`config.mk`:
```
export PLATFORM = sky130hd
export DESIGN_NAME = bus_arbiter_rr_flat
export DESIGN_NICKNAME = d
export VERILOG_FILES = /design/src/rtl/bus_arb_pkg.sv /design/src/rtl/bus_arbiter_rr_if.sv /design/src/rtl/rr_priority_picker.sv /design/src/rtl/bus_arbiter_rr.sv /design/src/flat_wrapper.sv
export SDC_FILE = /design/constraint.sdc
export NUM_CORES = 1
export LEC_CHECK = 0
export CAP_MARGIN = 15
export CORE_MARGIN = 2
export CORE_UTILIZATION = 36
export CTS_CLUSTER_DIAMETER = 60
export DETAILED_ROUTE_END_ITERATION = 10
export GPL_TIMING_DRIVEN = 0
export PLACE_DENSITY_LB_ADDON = 0.08
export RECOVER_POWER = 50
export SYNTH_ARGS = -nofsm -noshare
export SYNTH_HDL_FRONTEND = slang
export SYNTH_HIERARCHICAL = 1
export SYNTH_SLANG_ARGS = --single-unit
```
`constraint.sdc`:
```
create_clock -name clk -period 1.6 [get_ports clk]
set_clock_uncertainty 0.15 [all_clocks]
set_input_delay 0.24 -clock clk [delete_from_list [all_inputs] [get_ports clk]]
set_output_delay 0.24 -clock clk [all_outputs]
set_load 0.02 [all_outputs]
```
`src/rtl/bus_arb_pkg.sv`:
```
// Shared definitions for the round-robin serial-bus arbiter: FSM encodings and width helpers.
package bus_arb_pkg;

    typedef enum logic [2:0] {
        StIdle    = 3'd0,
        StGrant   = 3'd1,
        StAddr    = 3'd2,
        StConnect = 3'd3,
        StBusy    = 3'd4,
        StErr     = 3'd5
    } arb_state_e;

    function automatic int unsigned idx_w(input int unsigned n);
        return (n > 1) ? $clog2(n) : 1;
    endfunction

    // A disabled timeout still needs a one-bit counter to keep the port widths legal.
    function automatic int unsigned to_w(input int unsigned t);
        return (t > 0) ? $clog2(t + 1) : 1;
    endfunction

endpackage

```
`src/rtl/bus_arbiter_rr_if.sv`:
```
// Bit-serial master/slave bus bundle seen by the arbiter, with per-role modports.
interface bus_arbiter_rr_if #(
    parameter int unsigned NUM_MASTERS = 2,
    parameter int unsigned NUM_SLAVES  = 3
);

    logic [NUM_MASTERS-1:0] m_request;
    logic [NUM_MASTERS-1:0] m_address_valid;
    logic [NUM_MASTERS-1:0] m_valid;
    logic [NUM_MASTERS-1:0] m_address;
    logic [NUM_MASTERS-1:0] m_data;
    logic [NUM_MASTERS-1:0] m_write_en;
    logic [NUM_MASTERS-1:0] m_burst;

    logic [NUM_SLAVES-1:0]  s_ready;
    logic [NUM_SLAVES-1:0]  s_data_in;
    logic [NUM_SLAVES-1:0]  s_valid_out;

    logic [NUM_MASTERS-1:0] m_available;
    logic [NUM_MASTERS-1:0] m_grant;
    logic [NUM_MASTERS-1:0] m_ready;
    logic [NUM_MASTERS-1:0] m_data_out;
    logic [NUM_MASTERS-1:0] m_valid_in;
    logic [NUM_MASTERS-1:0] m_decode_err;

    logic [NUM_SLAVES-1:0]  s_address;
    logic [NUM_SLAVES-1:0]  s_data;
    logic [NUM_SLAVES-1:0]  s_valid;
    logic [NUM_SLAVES-1:0]  s_write_en;
    logic [NUM_SLAVES-1:0]  s_burst;

    logic [2:0]             state;

    modport arb (
        input  m_request, m_address_valid, m_valid, m_address, m_data, m_write_en, m_burst,
        input  s_ready, s_data_in, s_valid_out,
        output m_available, m_grant, m_ready, m_data_out, m_valid_in, m_decode_err,
        output s_address, s_data, s_valid, s_write_en, s_burst,
        output state
    );

    modport master (
        output m_request, m_address_valid, m_valid, m_address, m_data, m_write_en, m_burst,
        input  m_available, m_grant, m_ready, m_data_out, m_valid_in, m_decode_err
    );

    modport slave (
        input  s_address, s_data, s_valid, s_write_en, s_burst,
        output s_ready, s_data_in, s_valid_out
    );

endinterface

```
`src/rtl/rr_priority_picker.sv`:
```
// Combinational round-robin picker: first set request strictly after the pointer, wrapping.
module rr_priority_picker #(
    parameter int unsigned NUM_MASTERS = 2,
    parameter int unsigned IDX_W       = 1
) (
    input  logic [NUM_MASTERS-1:0] i_req,
    input  logic [IDX_W-1:0]       i_ptr,
    output logic                   o_found,
    output logic [IDX_W-1:0]       o_idx
);

    always_comb begin
        int unsigned w_cand;
        w_cand  = 0;
        o_found = 1'b0;
        o_idx   = '0;
        // Walk from farthest to nearest so the closest candidate after the pointer wins.
        for (int unsigned k = NUM_MASTERS; k >= 1; k--) begin
            w_cand = (32'(i_ptr) + k) % NUM_MASTERS;
            if (i_req[w_cand]) begin
                o_found = 1'b1;
                o_idx   = IDX_W'(w_cand);
            end
        end
    end

endmodule

```
`src/rtl/bus_arbiter_rr.sv`:
```
// Round-robin arbiter for bit-serial masters: serial slave select, routing, decode error, timeout.
module bus_arbiter_rr
    import bus_arb_pkg::*;
#(
    parameter int unsigned NUM_MASTERS = 2,
    parameter int unsigned NUM_SLAVES  = 3,
    parameter int unsigned SEL_BITS    = 2,
    parameter int unsigned TIMEOUT     = 16
) (
    input  logic          clk,
    input  logic          reset,
    bus_arbiter_rr_if.arb bus
);

    localparam int unsigned IDX_W = idx_w(NUM_MASTERS);
    localparam int unsigned TO_W  = to_w(TIMEOUT);
    localparam int unsigned CNT_W = $clog2(SEL_BITS + 1);
    localparam int unsigned SEL_W1 = SEL_BITS + 1;

    localparam logic [TO_W-1:0]   TO_MAX    = TO_W'(TIMEOUT);
    localparam logic [CNT_W-1:0]  CNT_LAST  = CNT_W'(SEL_BITS);
    localparam logic [SEL_W1-1:0] SLV_LIMIT = SEL_W1'(NUM_SLAVES);

    arb_state_e            r_state, w_state_nxt;
    logic [IDX_W-1:0]      r_owner, w_owner_nxt;
    logic [IDX_W-1:0]      r_ptr, w_ptr_nxt;
    logic [CNT_W-1:0]      r_cnt, w_cnt_nxt;
    logic [SEL_BITS-1:0]   r_sel, w_sel_nxt;
    logic [TO_W-1:0]       r_to, w_to_nxt;

    logic [NUM_MASTERS-1:0] w_eligible;
    logic                   w_found;
    logic [IDX_W-1:0]       w_win;

    logic w_own_req, w_own_av, w_own_valid, w_own_addr;
    logic w_own_data, w_own_we, w_own_burst;
    logic [CNT_W-1:0] w_cnt_inc;
    logic [TO_W-1:0]  w_to_inc;

    assign w_eligible  = bus.m_request & bus.m_address_valid;
    assign w_own_req   = bus.m_request[r_owner];
    assign w_own_av    = bus.m_address_valid[r_owner];
    assign w_own_valid = bus.m_valid[r_owner];
    assign w_own_addr  = bus.m_address[r_owner];
    assign w_own_data  = bus.m_data[r_owner];
    assign w_own_we    = bus.m_write_en[r_owner];
    assign w_own_burst = bus.m_burst[r_owner];
    assign w_cnt_inc   = r_cnt + CNT_W'(1);
    assign w_to_inc    = r_to + TO_W'(1);

    rr_priority_picker #(
        .NUM_MASTERS (NUM_MASTERS),
        .IDX_W       (IDX_W)
    ) u_picker (
        .i_req   (w_eligible),
        .i_ptr   (r_ptr),
        .o_found (w_found),
        .o_idx   (w_win)
    );

    always_comb begin
        w_state_nxt = r_state;
        w_owner_nxt = r_owner;
        w_ptr_nxt   = r_ptr;
        w_cnt_nxt   = r_cnt;
        w_sel_nxt   = r_sel;
        w_to_nxt    = '0;
        unique case (r_state)
            StIdle: begin
                if (w_found) begin
                    w_state_nxt = StGrant;
                    w_owner_nxt = w_win;
                    w_ptr_nxt   = w_win;
                    w_cnt_nxt   = '0;
                    w_sel_nxt   = '0;
                end
            end
            StGrant, StAddr: begin
                if (w_own_valid) begin
                    w_sel_nxt   = SEL_BITS'({r_sel, w_own_addr});
                    w_cnt_nxt   = w_cnt_inc;
                    w_state_nxt = (w_cnt_inc == CNT_LAST) ? StConnect : StAddr;
                end
            end
            StConnect: begin
                w_cnt_nxt   = '0;
                w_state_nxt = ({1'b0, r_sel} < SLV_LIMIT) ? StBusy : StErr;
            end
            StBusy: begin
                if (w_own_av) begin
                    w_state_nxt = StGrant;
                    w_cnt_nxt   = '0;
                    w_sel_nxt   = '0;
                end else if (!w_own_valid) begin
                    w_to_nxt = w_to_inc;
                    if ((TIMEOUT != 0) && (w_to_inc == TO_MAX)) begin
                        w_state_nxt = StIdle;
                        w_to_nxt    = '0;
                    end
                end
            end
            StErr:   w_state_nxt = StIdle;
            default: w_state_nxt = StIdle;
        endcase
        // Losing the owner's request outranks every other transition.
        if ((r_state != StIdle) && !w_own_req) begin
            w_state_nxt = StIdle;
            w_cnt_nxt   = '0;
            w_to_nxt    = '0;
        end
    end

    always_ff @(posedge clk) begin
        if (reset) begin
            r_state <= StIdle;
            r_owner <= '0;
            r_ptr   <= IDX_W'(NUM_MASTERS - 1);
            r_cnt   <= '0;
            r_sel   <= '0;
            r_to    <= '0;
        end else begin
            r_state <= w_state_nxt;
            r_owner <= w_owner_nxt;
            r_ptr   <= w_ptr_nxt;
            r_cnt   <= w_cnt_nxt;
            r_sel   <= w_sel_nxt;
            r_to    <= w_to_nxt;
        end
    end

    logic [NUM_MASTERS-1:0] w_own_vec;
    logic [NUM_SLAVES-1:0]  w_sel_vec, w_route_vec;
    logic                   w_route, w_in_grant;

    always_comb begin
        w_own_vec = '0;
        for (int i = 0; i < NUM_MASTERS; i++) begin
            w_own_vec[i] = (r_owner == IDX_W'(i));
        end
        w_sel_vec = '0;
        for (int j = 0; j < NUM_SLAVES; j++) begin
            w_sel_vec[j] = (r_sel == SEL_BITS'(j));
        end
    end

    assign w_route     = (r_state == StBusy);
    assign w_in_grant  = (r_state inside {StGrant, StAddr, StConnect, StBusy});
    assign w_route_vec = w_route ? w_sel_vec : '0;

    assign bus.m_available  = (r_state == StIdle) ? '1 : w_own_vec;
    assign bus.m_grant      = w_in_grant ? w_own_vec : '0;
    assign bus.m_decode_err = ((r_state == StErr) && w_own_req) ? w_own_vec : '0;

    assign bus.s_address  = w_route_vec & {NUM_SLAVES{w_own_addr}};
    assign bus.s_data     = w_route_vec & {NUM_SLAVES{w_own_data}};
    assign bus.s_valid    = w_route_vec & {NUM_SLAVES{w_own_valid}};
    assign bus.s_write_en = w_route_vec & {NUM_SLAVES{w_own_we}};
    assign bus.s_burst    = w_route_vec & {NUM_SLAVES{w_own_burst}};

    assign bus.m_ready    = (|(bus.s_ready & w_route_vec))     ? w_own_vec : '0;
    assign bus.m_data_out = (|(bus.s_data_in & w_route_vec))   ? w_own_vec : '0;
    assign bus.m_valid_in = (|(bus.s_valid_out & w_route_vec)) ? w_own_vec : '0;

    assign bus.state = r_state;

endmodule

```
`src/flat_wrapper.sv`:
```
// flat-port wrapper written by rule: the top's interface ports become plain ports
module bus_arbiter_rr_flat import bus_arb_pkg::*;
#(
    parameter int unsigned NUM_MASTERS = 2,
    parameter int unsigned NUM_SLAVES  = 3,
    parameter int unsigned SEL_BITS    = 2,
    parameter int unsigned TIMEOUT     = 16
)
  (clk, reset, bus_m_request, bus_m_address_valid, bus_m_valid, bus_m_address, bus_m_data, bus_m_write_en, bus_m_burst, bus_s_ready, bus_s_data_in, bus_s_valid_out, bus_m_available, bus_m_grant, bus_m_ready, bus_m_data_out, bus_m_valid_in, bus_m_decode_err, bus_s_address, bus_s_data, bus_s_valid, bus_s_write_en, bus_s_burst, bus_state);
  bus_arbiter_rr_if #(.NUM_MASTERS(NUM_MASTERS), .NUM_SLAVES(NUM_SLAVES)) bus_i ();
  input  logic clk;
  input  logic reset;
  input wire logic [$bits(bus_i.m_request)-1:0] bus_m_request;
  input wire logic [$bits(bus_i.m_address_valid)-1:0] bus_m_address_valid;
  input wire logic [$bits(bus_i.m_valid)-1:0] bus_m_valid;
  input wire logic [$bits(bus_i.m_address)-1:0] bus_m_address;
  input wire logic [$bits(bus_i.m_data)-1:0] bus_m_data;
  input wire logic [$bits(bus_i.m_write_en)-1:0] bus_m_write_en;
  input wire logic [$bits(bus_i.m_burst)-1:0] bus_m_burst;
  input wire logic [$bits(bus_i.s_ready)-1:0] bus_s_ready;
  input wire logic [$bits(bus_i.s_data_in)-1:0] bus_s_data_in;
  input wire logic [$bits(bus_i.s_valid_out)-1:0] bus_s_valid_out;
  output wire logic [$bits(bus_i.m_available)-1:0] bus_m_available;
  output wire logic [$bits(bus_i.m_grant)-1:0] bus_m_grant;
  output wire logic [$bits(bus_i.m_ready)-1:0] bus_m_ready;
  output wire logic [$bits(bus_i.m_data_out)-1:0] bus_m_data_out;
  output wire logic [$bits(bus_i.m_valid_in)-1:0] bus_m_valid_in;
  output wire logic [$bits(bus_i.m_decode_err)-1:0] bus_m_decode_err;
  output wire logic [$bits(bus_i.s_address)-1:0] bus_s_address;
  output wire logic [$bits(bus_i.s_data)-1:0] bus_s_data;
  output wire logic [$bits(bus_i.s_valid)-1:0] bus_s_valid;
  output wire logic [$bits(bus_i.s_write_en)-1:0] bus_s_write_en;
  output wire logic [$bits(bus_i.s_burst)-1:0] bus_s_burst;
  output wire logic [$bits(bus_i.state)-1:0] bus_state;
  assign bus_i.m_request = bus_m_request;
  assign bus_i.m_address_valid = bus_m_address_valid;
  assign bus_i.m_valid = bus_m_valid;
  assign bus_i.m_address = bus_m_address;
  assign bus_i.m_data = bus_m_data;
  assign bus_i.m_write_en = bus_m_write_en;
  assign bus_i.m_burst = bus_m_burst;
  assign bus_i.s_ready = bus_s_ready;
  assign bus_i.s_data_in = bus_s_data_in;
  assign bus_i.s_valid_out = bus_s_valid_out;
  assign bus_m_available = bus_i.m_available;
  assign bus_m_grant = bus_i.m_grant;
  assign bus_m_ready = bus_i.m_ready;
  assign bus_m_data_out = bus_i.m_data_out;
  assign bus_m_valid_in = bus_i.m_valid_in;
  assign bus_m_decode_err = bus_i.m_decode_err;
  assign bus_s_address = bus_i.s_address;
  assign bus_s_data = bus_i.s_data;
  assign bus_s_valid = bus_i.s_valid;
  assign bus_s_write_en = bus_i.s_write_en;
  assign bus_s_burst = bus_i.s_burst;
  assign bus_state = bus_i.state;
  bus_arbiter_rr #(.NUM_MASTERS(NUM_MASTERS), .NUM_SLAVES(NUM_SLAVES), .SEL_BITS(SEL_BITS), .TIMEOUT(TIMEOUT)) u_core (.clk(clk), .reset(reset), .bus(bus_i));
endmodule
```
## After elaboration in Yosys (flattened, before gate mapping)

Cells that the tools add are included.

| storage, ports and cells | value |
|---|---|
| output and inout port bits | 30 |
| bits of input ports | 25 |
| word-level logic and storage cells | 101 |
| register bits after elaboration | 14 |

| cells by class | value |
|---|---|
| equality and inequality tests | 14 |
| $lt $le $gt $ge | 4 |
| add/subtract/negate cells | 4 |
| reduce and logical (&&, ||, !) cells | 19 |
| bitwise gates (word level) | 11 |
| mux-type cells | 43 |

Operators with widths:

| cell | count |
|---|---|
| $and A3 B3 Y3 | 8 |
| $mux W1 | 24 |
| $mux W2 | 10 |
| $mux W3 | 6 |
| $pmux W3 S4 | 1 |
| $reduce_and A4 Y1 | 3 |
| $reduce_or A3 Y1 | 3 |
| $pmux W2 S4 | 1 |
| $reduce_bool A4 Y1 | 2 |
| $eq A3 B2 Y1 const B | 2 |
| $eq A3 B3 Y1 const B | 2 |
| $lt A1 B2 Y1 const B | 3 |
| $ne A3 B2 Y1 const B | 2 |
| $pmux W2 S3 | 1 |
| $reduce_bool A3 Y1 | 2 |
| $reduce_or A6 Y1 | 1 |
| $add A5 B1 Y5 const B | 1 |
| $eq A5 B5 Y1 const B | 1 |
| $eq A2 B2 Y1 const B | 2 |
| $ne A2 B1 Y1 const B | 2 |
| $reduce_or A2 Y1 | 2 |
| $eq A3 B1 Y1 const B | 1 |
| $logic_not A3 Y1 | 1 |
| $add A1 B1 Y1 const B | 2 |
| other kinds (10) | 12 |

## Logic depth before layout (Yosys ltp)

Gate-level depths: netlist (run 1).

| depth | value |
|---|---|
| word-level depth | 7 |
| gate-level depth with buffers | 7 |

## Cells and area by module

The synthesis (run 1) kept the hierarchy.

Modules (own cells, without submodules):

| module | area an instance (um2) | instances | cells each | seq. area each (um2) |
|---|---|---|---|---|
| bus_arbiter_rr | 1107.3 | 1 | 152 | 280.3 |
| rr_priority_picker | 13.8 | 1 | 2 | 0.0 |

## Least setup slack after synthesis (run 1)

No wires, ideal clock.

| timing | value |
|---|---|
| path type | reg2out |
| start | register u_core.r_state[2], in the netlist u_core/bus.state[2] |
| end | output port bus_s_address[0] |
| data required time | 1.210 ns |
| arrival time | 1.665 ns |
| slack | -0.455 ns |
| stages on the path, launching flop included | 5 |
| cells stage by stage | dfxtp_1 or3b_1 buf_2 or3_1 nor2_1 |

| on the way | value |
|---|---|
| cells in the longest elaborated chain, start to end | 3 |

RTL lines:

| element | RTL line | RTL |
|---|---|---|
| start, declared | bus_arbiter_rr.sv:24 | `arb_state_e r_state, w_state_nxt;` |
| start signal, assigned | bus_arbiter_rr.sv:115 | `r_state <= StIdle;` |
| start signal, assigned | bus_arbiter_rr.sv:122 | `r_state <= w_state_nxt;` |
| $eq A3 B3 Y1 | bus_arbiter_rr.sv:146 | `assign w_route = (r_state == StBusy);` |
| $mux W3 | bus_arbiter_rr.sv:148 | `assign w_route_vec = w_route ? w_sel_vec : '0;` |
| $and A3 B3 Y3 | bus_arbiter_rr.sv:154 | `assign bus.s_address = w_route_vec & {NUM_SLAVES{w_own_addr}};` |
| end, declared | flat_wrapper.sv:29 | `output wire logic [$bits(bus_i.s_address)-1:0] bus_s_address;` |

Every way passes these cells.

## Worst setup path in the final report (run 1)

| timing | value |
|---|---|
| start | register u_core.r_state[1], in the netlist u_core/bus.state[1] |
| end | output port bus_s_address[0] |

The elaborated chain is that of the path after synthesis.

==> results.cfg, run 1 <==
[global_routing]
overflow = 0
grt_pass1_wl_um = 6320
grt_pass1_vias = 1374
antenna_found_initial = 0
grt_max_degree = 11
grt_usage_pct = 22.4

[timing]
setup_ws_ps = -586
holdWs_ps = 308
finalSetupViolations = 41
fin_crit_sh_pct = 137
tightestPinTransition_ps = 495
fmax_mhz = 458
hold_viol = 0
slew_violations = 0
period_minus_slack_ps = 2190
rsz0062_at_grt = yes
slew_headroom_pct = 66.4

[clock_network]
cts_tree = done
clk_pin_slew_worst_paths_ps = 90
clockBufferDepth = 2
clk_latency_ps = 280
cts_root_buf = clkbuf_4
cts_buffers = 3
htreeDepth = 1
cts_sinks = 14
ctsHoldBuffers = 0

[route]
firstDrtPassIters = 4
drt_iter0_drc = 69
ant_nets = 0
vias_per_cell = 5.40
remaining_drc_errors = 0
totalWireLength_um = 4330
num_vias = 1431
wl_per_cell_um = 16.3

[floorplanning]
start_util_pct = 37.3
fp.dieArea_um2 = 3580
fp.dieW_um = 59.8
core_um2 = 3000
row_count = 20
io_pins = 55
die_h_um = 59.8

[layout]
syn_to_final_growth_pct = 112
instances_no_fill = 265
layout.nets = 261
antenna_cells = 0
drive_gt1_share_pct = 60.3
n_fill_cell = 192
stdcell_area_um2 = 2380

[setup_path]
crit_fanout = 5
cp-start-kind = flop
path_class = flop to output pin
cp.required_ps = 1210
arrival_ps = 1800
crit_path_end_kind = output pin

[synthesis]
yosys.cell_types.count = 43
yosys_warnings = 6
ys_seq_elements = 14
async_flop_share_pct = 0
synth_cells = 154
synth_common_cells = 33 x nor2_1, 14 x dfxtp_1, 14 x nand2_1
synth_edf_count = 0
netlist.area_leader.share_pct = 25.0
synth_ff_type = dfxtp_1
yosysSeqAreaShare_pct = 25.0
syn_avg_cell_area_um2 = 7.28
yosysMostFrequentCell = nor2_1
ys_top_cells_by_area = dfxtp_1 25%, nor2_1 11%, mux2i_1 8.9%
synth_top_area_cell = dfxtp_1
syn_nets = 182
syn-cell-area_um2 = 1120

[placed_design]
placedCellCount = 241
gp_congestion = 0.908
dp_hpwl_um = 2700
port_buffers = 54
placed_area_um2 = 1880

[power]
cellLeakagePower_nw = 0.913
ir_drop_mv = 0.892
p_per_area_nw_per_um2 = 869

[run_status]
violations = negative setup slack
outcome = complete, but fails checks

[worst_hold_path]
hold_path.class = flop to flop

[flow_run]
max_cap_viol_count = 0
==> what timing repair did <==
| action | in CTS | in global routing |
|---|---|---|
| endpoints found under the setup margin | 44 | 42 |
| endpoints found under the hold margin | 0 | 0 |
| resized for setup | 191 | 53 |
| pin swaps | 10 | 24 |
| buffers inserted | 14 | 14 |
==> power breakdown <==
| group | internal, mW | total (mW) | switching (mW) | leakage, nW |
|---|---|---|---|---|
| logic | 0.674 | 1.36 | 0.689 | 0.774 |
| registers | 0.399 | 0.445 | 0.0466 | 0.118 |
| clock network | 0.138 | 0.259 | 0.120 | 0.0210 |
| total | 1.21 | 2.07 | 0.856 | 0.913 |
==> registers in the layout, indices dropped and copies added (netlist names) <==
signal	count
u_core/r_to	5
u_core/bus.state	3
u_core/r_cnt	2
u_core/r_sel	2
u_core/r_owner	1
u_core/r_ptr	1
==> cells in the final DEF (no fill, tap or decap), types with 2 or more instances in the layout <==
| cell | instances |
|---|---|
| nor2_1 | 12 |
| nor3_1 | 2 |
| nand2_2 | 3 |
| mux2i_4 | 3 |
| nand2b_1 | 3 |
| nor2_2 | 6 |
| dfxtp_1 | 6 |
| ha_1 | 2 |
| inv_1 | 2 |
| nand2_1 | 10 |
| a21oi_2 | 6 |
| dlygate4sd2_1 | 6 |
| xor2_1 | 3 |
| and3_4 | 2 |
| clkdlybuf4s50_1 | 20 |
| buf_6 | 31 |
| o21ai_2 | 2 |
| nor3_2 | 3 |
| dfxtp_4 | 3 |
| buf_4 | 21 |
| nand3_1 | 4 |
| nor3b_2 | 3 |
| buf_8 | 2 |
| mux2i_1 | 5 |
| a21oi_1 | 3 |
| mux2i_2 | 3 |
| dfxtp_2 | 5 |
| nor2_4 | 16 |
| clkbuf_4 | 3 |
| and2_4 | 2 |
| or3_4 | 3 |
| nor3_4 | 3 |
==> metrics by stage <==
stage / worst slack, ps / utilization [%] / power (mW) / TNS (ps)
after global routing: -644 / 79.2 / 2.18 / -16570
after floorplan: -280 / - / 1.05 / -4180
after detailed placement: -891 / 62.5 / 1.34 / -23970
after CTS: -586 / 71.0 / 1.75 / -12010
final: -586 / 79.2 / 2.07 / -14220
after global placement: -858 / 62.5 / 1.32 / -23120
==> metal layers <==
layer,global-route usage [%],part of all wire (%)
met1,29.3,42
met2,38.5,50
met3,3.25,8.1
met4,5.71,0
met5,0,0
==> worst paths after layout <==
path / slack (ps) / startpoint / depth (start not counted) / endpoint
setup / recovery: -590 / u_core/bus.state[1] / 4 / bus_s_address[0]
hold reg to reg: 310 / u_core/r_to[0] / 1 / u_core/r_to[0]
setup reg to reg: -390 / u_core/bus.state[2] / 7 / u_core/r_cnt[1]
hold / removal: 310 / u_core/r_to[0] / 1 / u_core/r_to[0]
==> final cells by class <==
cell class	count	area (um^2)	share of cell area [%]
inverter	4	17.5	0.736
multi-input combinational	127	1160	48.7
clock buffer	4	36.3	1.53
sequential	14	298	12.5
tap	33	41.3	1.74
buffer	4	42.5	1.79
timing repair buffer	79	785	33.0
==> worst max-delay path, cell delays in order, from the launching register on <==
cell and delay [ps]:
dfxtp_2 340, or3b_4 430, or3_4 490, nor2_4 130, buf_6 120
==> kinds of logic after synthesis <==
logic type | after synthesis | synth area share, %
and+or+nand+nor | 84 | 36.5
DFF | 14 | 25.0
buffers and inverters | 13 | 5.69
muxes | 11 | 10.9
AOI/OAI and AO/OA | 25 | 15.4
adders and majority gates | 3 | 3.35
xor gates and xnor gates | 4 | 3.13
Note: power is estimated with default switching activity, not from simulation.
==> inputs of run 2 (changes only) <==
CAP_MARGIN = not set   (was 15)
==> results of run 2 <==
Same layout as run 1: the final DEF is identical, and so are final timing and power.
